[src/rtl/gray_disp_pkg.sv]
// ---------------------------------------------------------------------------
// gray_disp_pkg
// Shared types and helpers for the Gray-code switch display controller:
//   dbnc_state_t  - debounce FSM state encoding
//   SEG_*         - active-low 7-segment codes (bit 0 = a ... bit 6 = g)
//   AN_*          - active-low digit enables (bit 0 = units, bit 1 = tens)
//   seg_decode()  - decimal digit 0-9 to active-low segment pattern
// ---------------------------------------------------------------------------
package gray_disp_pkg;

   typedef enum logic [1:0] {
      IDLE   = 2'd0,
      CHECK  = 2'd1,
      COMMIT = 2'd2
   } dbnc_state_t;

   localparam logic [6:0] SEG_BLANK = 7'b1111111;
   localparam logic [6:0] SEG_ZERO  = 7'b1000000;
   localparam logic [6:0] SEG_ONE   = 7'b1111001;

   localparam logic [1:0] AN_UNITS  = 2'b10;
   localparam logic [1:0] AN_TENS   = 2'b01;

   // Digits above 9 never reach the decoder; blank them defensively.
   function automatic logic [6:0] seg_decode(input logic [3:0] digit);
      logic [6:0] v_seg;
      case (digit)
         4'd0:    v_seg = 7'b1000000;
         4'd1:    v_seg = 7'b1111001;
         4'd2:    v_seg = 7'b0100100;
         4'd3:    v_seg = 7'b0110000;
         4'd4:    v_seg = 7'b0011001;
         4'd5:    v_seg = 7'b0010010;
         4'd6:    v_seg = 7'b0000010;
         4'd7:    v_seg = 7'b1111000;
         4'd8:    v_seg = 7'b0000000;
         4'd9:    v_seg = 7'b0010000;
         default: v_seg = SEG_BLANK;
      endcase
      return v_seg;
   endfunction

endpackage

[src/rtl/sync_debounce.sv]
// ---------------------------------------------------------------------------
// sync_debounce
// Two-flop synchroniser followed by an IDLE/CHECK/COMMIT debounce FSM.
// A new Gray value is accepted only after it has been seen unchanged on the
// synchronised input for DEBOUNCE_CYCLES consecutive CHECK cycles.
// Ports:
//   clk     in   system clock
//   rst_n   in   synchronous active-low reset
//   raw     in   [3:0] asynchronous Gray-coded switch input
//   stable  out  [3:0] last committed Gray value (registered)
//   commit  out  one-cycle pulse while the FSM sits in COMMIT
// ---------------------------------------------------------------------------
module sync_debounce
   import gray_disp_pkg::*;
#(
   parameter int DEBOUNCE_CYCLES = 10000
) (
   input  logic       clk,
   input  logic       rst_n,
   input  logic [3:0] raw,
   output logic [3:0] stable,
   output logic       commit
);

   localparam int               CNT_W    = (DEBOUNCE_CYCLES > 2) ? $clog2(DEBOUNCE_CYCLES) : 1;
   localparam logic [CNT_W-1:0] CNT_LAST = CNT_W'(DEBOUNCE_CYCLES - 1);

   logic [3:0]       r_sync1;
   logic [3:0]       r_sync2;
   logic [3:0]       r_cand;
   logic [3:0]       r_stable;
   logic [CNT_W-1:0] r_cnt;
   logic             r_commit;
   dbnc_state_t      r_state;

   always_ff @(posedge clk) begin
      if (!rst_n) begin
         r_sync1  <= '0;
         r_sync2  <= '0;
         r_cand   <= '0;
         r_stable <= '0;
         r_cnt    <= '0;
         r_commit <= 1'b0;
         r_state  <= IDLE;
      end else begin
         r_sync1  <= raw;
         r_sync2  <= r_sync1;
         r_commit <= 1'b0;
         case (r_state)
            IDLE: begin
               if (r_sync2 != r_stable) begin
                  r_cand  <= r_sync2;
                  r_cnt   <= '0;
                  r_state <= CHECK;
               end
            end
            CHECK: begin
               // Any change (including a return to the old stable value)
               // abandons this candidate without committing it.
               if (r_sync2 != r_cand) begin
                  r_cnt   <= '0;
                  r_state <= IDLE;
               end else if (r_cnt == CNT_LAST) begin
                  // stable and the pulse are loaded on entry to COMMIT so
                  // the new value is visible for the whole COMMIT cycle.
                  r_stable <= r_cand;
                  r_commit <= 1'b1;
                  r_state  <= COMMIT;
               end else begin
                  r_cnt <= r_cnt + 1'b1;
               end
            end
            COMMIT: begin
               r_cnt   <= '0;
               r_state <= IDLE;
            end
            default: begin
               r_cnt   <= '0;
               r_state <= IDLE;
            end
         endcase
      end
   end

   assign stable = r_stable;
   assign commit = r_commit;

endmodule

[src/rtl/gray_display_ctrl.sv]
// ---------------------------------------------------------------------------
// gray_display_ctrl
// Debounces a 4-bit Gray-coded switch bank, converts the committed value to
// binary for the LEDs and shows it as decimal 0-15 on a 2-digit
// time-multiplexed active-low 7-segment display.
// Ports:
//   clk      in   system clock
//   rst_n    in   synchronous active-low reset
//   gray_in  in   [3:0] raw Gray-coded switch input (asynchronous)
//   led      out  [3:0] committed binary value, led[3] = MSB
//   seg      out  [6:0] active-low segments, seg[0] = a ... seg[6] = g
//   an       out  [1:0] active-low digit enables, an[0] = units, an[1] = tens
//   valid    out  one-cycle pulse when a new value is committed
// ---------------------------------------------------------------------------
module gray_display_ctrl
   import gray_disp_pkg::*;
#(
   parameter int DEBOUNCE_CYCLES = 10000,
   parameter int REFRESH_CYCLES  = 50000
) (
   input  logic       clk,
   input  logic       rst_n,
   input  logic [3:0] gray_in,
   output logic [3:0] led,
   output logic [6:0] seg,
   output logic [1:0] an,
   output logic       valid
);

   localparam int               REF_W    = (REFRESH_CYCLES > 2) ? $clog2(REFRESH_CYCLES) : 1;
   localparam logic [REF_W-1:0] REF_LAST = REF_W'(REFRESH_CYCLES - 1);

   logic [3:0]       w_stable;
   logic             w_commit;
   logic [3:0]       w_bin;
   logic [3:0]       w_units;
   logic             w_has_tens;
   logic             w_ref_wrap;
   logic             w_sel_next;
   logic [6:0]       w_seg_units;
   logic [6:0]       w_seg_tens;

   logic [REF_W-1:0] r_ref_cnt;
   logic             r_digit_sel;   // 0 = units, 1 = tens
   logic [6:0]       r_seg;
   logic [1:0]       r_an;

   sync_debounce #(
      .DEBOUNCE_CYCLES (DEBOUNCE_CYCLES)
   ) u_sync_debounce (
      .clk    (clk),
      .rst_n  (rst_n),
      .raw    (gray_in),
      .stable (w_stable),
      .commit (w_commit)
   );

   // Binary bit i is the XOR of all Gray bits at or above i.
   for (genvar gi = 0; gi < 4; gi++) begin : g_gray2bin
      assign w_bin[gi] = ^w_stable[3:gi];
   end

   assign w_has_tens  = (w_bin >= 4'd10);
   assign w_units     = w_has_tens ? (w_bin - 4'd10) : w_bin;
   assign w_seg_units = seg_decode(w_units);
   assign w_seg_tens  = w_has_tens ? SEG_ONE : SEG_BLANK;

   assign w_ref_wrap  = (r_ref_cnt == REF_LAST);
   assign w_sel_next  = r_digit_sel ^ w_ref_wrap;

   // seg and an are loaded from the same next-digit select so the segment
   // pattern always belongs to the digit being enabled.
   always_ff @(posedge clk) begin
      if (!rst_n) begin
         r_ref_cnt   <= '0;
         r_digit_sel <= 1'b0;
         r_an        <= AN_UNITS;
         r_seg       <= SEG_ZERO;
      end else begin
         r_ref_cnt   <= w_ref_wrap ? '0 : r_ref_cnt + 1'b1;
         r_digit_sel <= w_sel_next;
         r_an        <= w_sel_next ? AN_TENS : AN_UNITS;
         r_seg       <= w_sel_next ? w_seg_tens : w_seg_units;
      end
   end

   assign led   = w_bin;
   assign seg   = r_seg;
   assign an    = r_an;
   assign valid = w_commit;

endmodule
[config.mk]
export PLATFORM = sky130hd
export DESIGN_NAME = gray_display_ctrl
export DESIGN_NICKNAME = d
export VERILOG_FILES = /design/src/rtl/gray_disp_pkg.sv /design/src/rtl/sync_debounce.sv /design/src/rtl/gray_display_ctrl.sv
export SDC_FILE = /design/constraint.sdc
export NUM_CORES = 1
export LEC_CHECK = 0
export ABC_AREA = 0
export BUFFER_PORTS_ARGS = -buffer_cell sky130_fd_sc_hd__buf_2
export CAP_MARGIN = 5
export CORE_ASPECT_RATIO = 0.8
export CORE_MARGIN = 8
export CORE_UTILIZATION = 25
export DETAILED_ROUTE_END_ITERATION = 10
export SYNTH_ARGS = -nofsm -noshare
export SYNTH_HDL_FRONTEND = slang
export SYNTH_SLANG_ARGS = --single-unit
[constraint.sdc]
create_clock -name clk -period 6.1 [get_ports clk]
set_clock_uncertainty 0.2 [all_clocks]
set_input_delay 0.305 -clock clk [delete_from_list [all_inputs] [get_ports clk]]
set_output_delay 0.305 -clock clk [all_outputs]
set_load 0.005 [all_outputs]
# == Word level (Yosys, flattened, before mapping) ==
# Memory sizes are Yosys's and may differ from the RTL's.
# Index checks and enable logic that the tools add are counted.
# totals
ff_bits,59
romBits,112
word_cells,51
n_memories,1
# memory_table
memory,depth,word_bits,rd,rd_ports_with_merged_regs,wr,line,source
(no name shown),16,7,1,0,0,gray_disp_pkg.sv:27,case (digit)
# classes
addsub,3
magnitude_cmp,1
n_eq_ne,8
n_mux,13
n_bitwise,4
n_reduce_logical,10
# op_table
operator,n
$mux 14,3
$pmux 14 s2,1
$add 16x1->16 const B,1
$eq 16x16->1 const B,1
$add 14x1->14 const B,1
$eq 14x14->1 const B,1
$mux 2,4
$ne 4x4->1,2
$mux 7,1
$reduce_and 2->1,3
$ge 4x4->1 const B,1
$mux 4,1
$pmux 2 s2,1
$reduce_xor 4->1,1
$sub 4x4->4 const B,1
$mux 3,1
$ne 3x1->1 const B,1
$ne 3x2->1 const B,1
$not 1->1,3
$reduce_and 3->1,1
$reduce_or 3->1,1
$reduce_xor 3->1,1
$eq 2x1->1 const B,1
$logic_not 2->1,1
5 further kinds,5

# == Depth between registers and ports, before layout ==
# An unclocked memory read counts as a cell.
# depth
depth_word,5
mapped_depth,11
mapped_depth_nobuf,10

# == Modules after synthesis ==
# Synthesis repeated with hierarchy kept, for this count alone.
# unflattened
cells_unflattened,328
hier_area_um2,2969.1
# by_module_without_submodules
mod,n_inst,cells_per_inst,area_per_inst_um2,seq_area_each_um2
sync_debounce,1,161,1517.7,660.6
gray_display_ctrl,1,167,1451.4,500.5

# == Worst setup path after synthesis ==
# No wires, ideal clock.
# synth_path
path_type,register to register
start,register u_sync_debounce.r_stable[2] (netlist: u_sync_debounce.stable[2])
end,register r_seg[6] (netlist: seg[6])
setup_time_ns,0.130
t_arrival_ns,2.158
slack_ns,3.612
stages_incl_launch_ff,12
path_buffers,1
period_less_slack_ns,2.488
path_cell_list,dfxtp_1 clkbuf_1 inv_1 ha_1 xnor2_1 xnor2_1 inv_1 ha_1 inv_1 o211ai_1 o21ai_0 nand3_1
# synth_between
elab_chain_cells,5
word_cells_on_any_way,8
cone_classes,add/sub: 1; order compare: 1; mux: 2; reduce/logical: 3; memory: 1
# synth_lines
item,line,source
start: declaration,sync_debounce.sv:31,logic [3:0] r_stable;
start signal: assignment,sync_debounce.sv:66,r_stable <= r_cand;
$reduce_xor 4->1 *,gray_display_ctrl.sv:60,assign w_bin[gi] = ^w_stable[3:gi];
via led[0],gray_display_ctrl.sv:24,"output logic [3:0] led,"
$sub 4x4->4 / $ge 4x4->1 (equally long branches),"gray_display_ctrl.sv:64, gray_display_ctrl.sv:63",
$mux 4 *,gray_display_ctrl.sv:64,assign w_units = w_has_tens ? (w_bin - 4'd10) : w_bin;
$mem_v2 16x7 *,-,
$mux 7 *,gray_display_ctrl.sv:83,r_seg <= w_sel_next ? w_seg_tens : w_seg_units;
end signal: assignment,gray_display_ctrl.sv:83,
end: declaration,gray_display_ctrl.sv:45,logic [6:0] r_seg;
# Mark *: on every way through the listed nets, which the timed path passes. The rest lies on a longest branch.
# A chain may end at the register's enable or synchronous reset.

# == Worst setup path in the final report ==
# layout_path
start,register u_sync_debounce.r_stable[2] (netlist: u_sync_debounce.stable[2])
end,output port led[0]
# layout_between
elab_chain_cells,1
# layout_lines
item,line
$reduce_xor 4->1,gray_display_ctrl.sv:60
end: declaration,gray_display_ctrl.sv:24
# No other way between the ends.

==> impl_metrics.json <==
{
  "synth-seq-cells": 58,
  "drcViolationCount": 0,
  "postPlaceCellArea_um2": 2965,
  "grt_max_degree": 26,
  "h-tree-depth": 3,
  "grt_usage_pct": 7.921,
  "synth_top_area_share_pct": 42.28,
  "power.density_nw_per_um2": 278.0,
  "worst_pin_slew_ns": 0.7207,
  "ctsHoldBuffers": 4,
  "ys_async_sr_fraction_pct": 0,
  "area_growth_pct": 20.14,
  "status": "completed",
  "netlist_instances": 318,
  "peakVddDrop_v": 0.0001374,
  "period_share_pct": 44.01,
  "die_h_um": 109.7,
  "yosysTopAreaCell": "dfxtp_1",
  "end_kind": "output pin",
  "cp_max_fo": 11,
  "ys_seq_area_share_pct": 42.28,
  "diodes": 0,
  "rows": 34,
  "hold_slack_ns": 0.1137,
  "yosys_most_used_dff": "dfxtp_1",
  "overflow": 0,
  "arrival_ns": 2.18,
  "final_cell_area_um2": 3299,
  "leakage_nw": 1.277,
  "synthTopCellsByArea": "dfxtp_1 (42%), a21oi_1 (5.1%), xnor2_1 (5.1%), o21ai_0 (4.6%), nor2_1 (4.5%)",
  "layout_commonest_cell": "dfxtp_1",
  "postLayoutCoreUtil_pct": 30.54,
  "io_buffers": 19,
  "grt_antenna_before_repair": 0,
  "drt_wl_total_um": 5594,
  "die_area_um2": 14620,
  "cts_tree": "built",
  "worstSkewPairLatency_ns": 0.32,
  "grt_pass1_wl_um": 9515,
  "dpl.hpwl_um": 3958,
  "io_pins": 20,
  "cts_setup_buffers": 0,
  "drtAntennaViolNets": 0,
  "p_total_uw": 917.2,
  "clkTransAtPathRegs_ns": 0.05,
  "maxSlewViolCount": 0,
  "cts_root_buf": "clkbuf_16",
  "wl_per_cell_um": 11.44,
  "cts_inserted_buffers": 9,
  "layout_common_cells": "dfxtp_1 (58), nor2_1 (33), a21oi_1 (28)",
  "vias": 2213,
  "num-nets-final": 355,
  "relSlewSlack_pct": 51.66,
  "coreArea_um2": 10810,
  "fmax_ghz": 0.3725,
  "cts_buffer_depth": 2,
  "fin_setup_tns_ns": 0,
  "hold_path_class": "in2reg",
  "worstSetupStartpointType": "flop",
  "synth_edf_count": 0,
  "drt_pass1_iterations": 4,
  "syn-cell-area_um2": 2746,
  "critical_path_required_ns": 5.59,
  "synth.distinct_cells": 45,
  "drive_gt1_share_pct": 12.17,
  "synth_nets": 333,
  "die_width_um": 133.2,
  "yosys_warnings": 0,
  "ctsResizeCount": 0,
  "setup.worst_path.class": "reg2out",
  "cts_sinks": 58,
  "drt_iter0_markers": 133,
  "setup_viol": 0,
  "cap_violations": 0,
  "grt_pass1_vias": 2055,
  "syn_area_per_cell_um2": 8.636,
  "rsz0062_at_grt": "no",
  "gp_congestion": 0.8344,
  "viasPerCell": 4.526,
  "hold_violations": 0,
  "start_util_pct": 25.42,
  "finalCriticalPeriod_ns": 2.685
}
==> critical path, stage by stage (launching register included) <==
cell and delay (ns):
dfxtp_1 0.52, inv_1 0.10, ha_1 0.38, xnor2_1 0.17
xnor2_1 0.37, inv_1 0.16, buf_2 0.16
==> layer usage <==
layer  global-route usage (%)  share of wire [%]
met5                        0                  0
met1                    10.25                 52
met2                    11.77                 43
met4                    3.917                1.2
met3                    2.511                3.1
==> path summary, 6_finish.rpt <==
| kind | from | endpoint | slack [ns] | cells after the start |
|---|---|---|---|---|
| worst max register to register | u_sync_debounce.stable[2] | seg[6] | 3.48 | 10 |
| worst min register to register | u_sync_debounce.r_sync1[0] | u_sync_debounce.r_sync2[0] | 0.23 | 1 |
| worst min-delay path | rst_n | seg[6] | 0.11 | 2 |
| worst max-delay path | u_sync_debounce.stable[2] | led[0] | 3.42 | 6 |
==> kinds of logic after synthesis <==
kind of cell,share of synthesized area [%]
AOI/OAI and AO/OA,13.71
xor gates and xnor gates,9.431
adders and majority gates,4.100
buffers and inverters,4.373
DFF,42.28
muxes,2.187
and+or+nand+nor,23.92
==> state kept, by name, indices dropped and copies added, names as in the netlist <==
name	count
r_ref_cnt	16
u_sync_debounce.r_cnt	14
seg	7
u_sync_debounce.r_cand	4
u_sync_debounce.r_sync1	4
u_sync_debounce.r_sync2	4
u_sync_debounce.stable	4
an	2
u_sync_debounce.r_state	2
u_sync_debounce.commit	1
==> power by group <==
group          internal, mW  total, mW  switching (mW)
Sequential            0.386      0.390         0.00470
Combinational        0.0155     0.0395          0.0240
Clock                 0.314      0.487           0.173
==> layout make-up <==
cell class / count / area (µm²)
fill: 1162 / 7506
inverter: 15 / 56.30
sequential: 58 / 1161
multi-input combinational: 232 / 1465
timing repair buffer: 24 / 142.6
clock inverter: 7 / 68.82
clock buffer: 9 / 225.2
tap: 144 / 180.2
==> cells in the mapped netlist, types with 2 or more instances <==
library cell,count
nand2_1,22
nand3b_1,4
nand3_1,9
and2_1,8
xnor2_1,16
clkbuf_1,10
o22ai_1,2
a31oi_1,5
xor2_1,9
and3_1,10
a22oi_1,2
inv_1,13
a21oi_1,28
or3_1,7
nor4b_1,2
o21ai_0,25
mux2i_1,6
nor2_1,33
nor2b_1,2
o211ai_1,2
nor3_1,5
buf_4,2
ha_1,9
nand4_1,4
nand2b_1,6
dfxtp_1,58
==> metrics by stage <==
stage | setup WS [ns] | std cells
after floorplan | 3.612 | 318
after global routing | 3.237 | 489
final | 3.415 | 489
after CTS | 3.403 | 489
after global placement | 3.632 | 469
after detailed placement | 3.496 | 469
(Power assumes the default switching activity.)
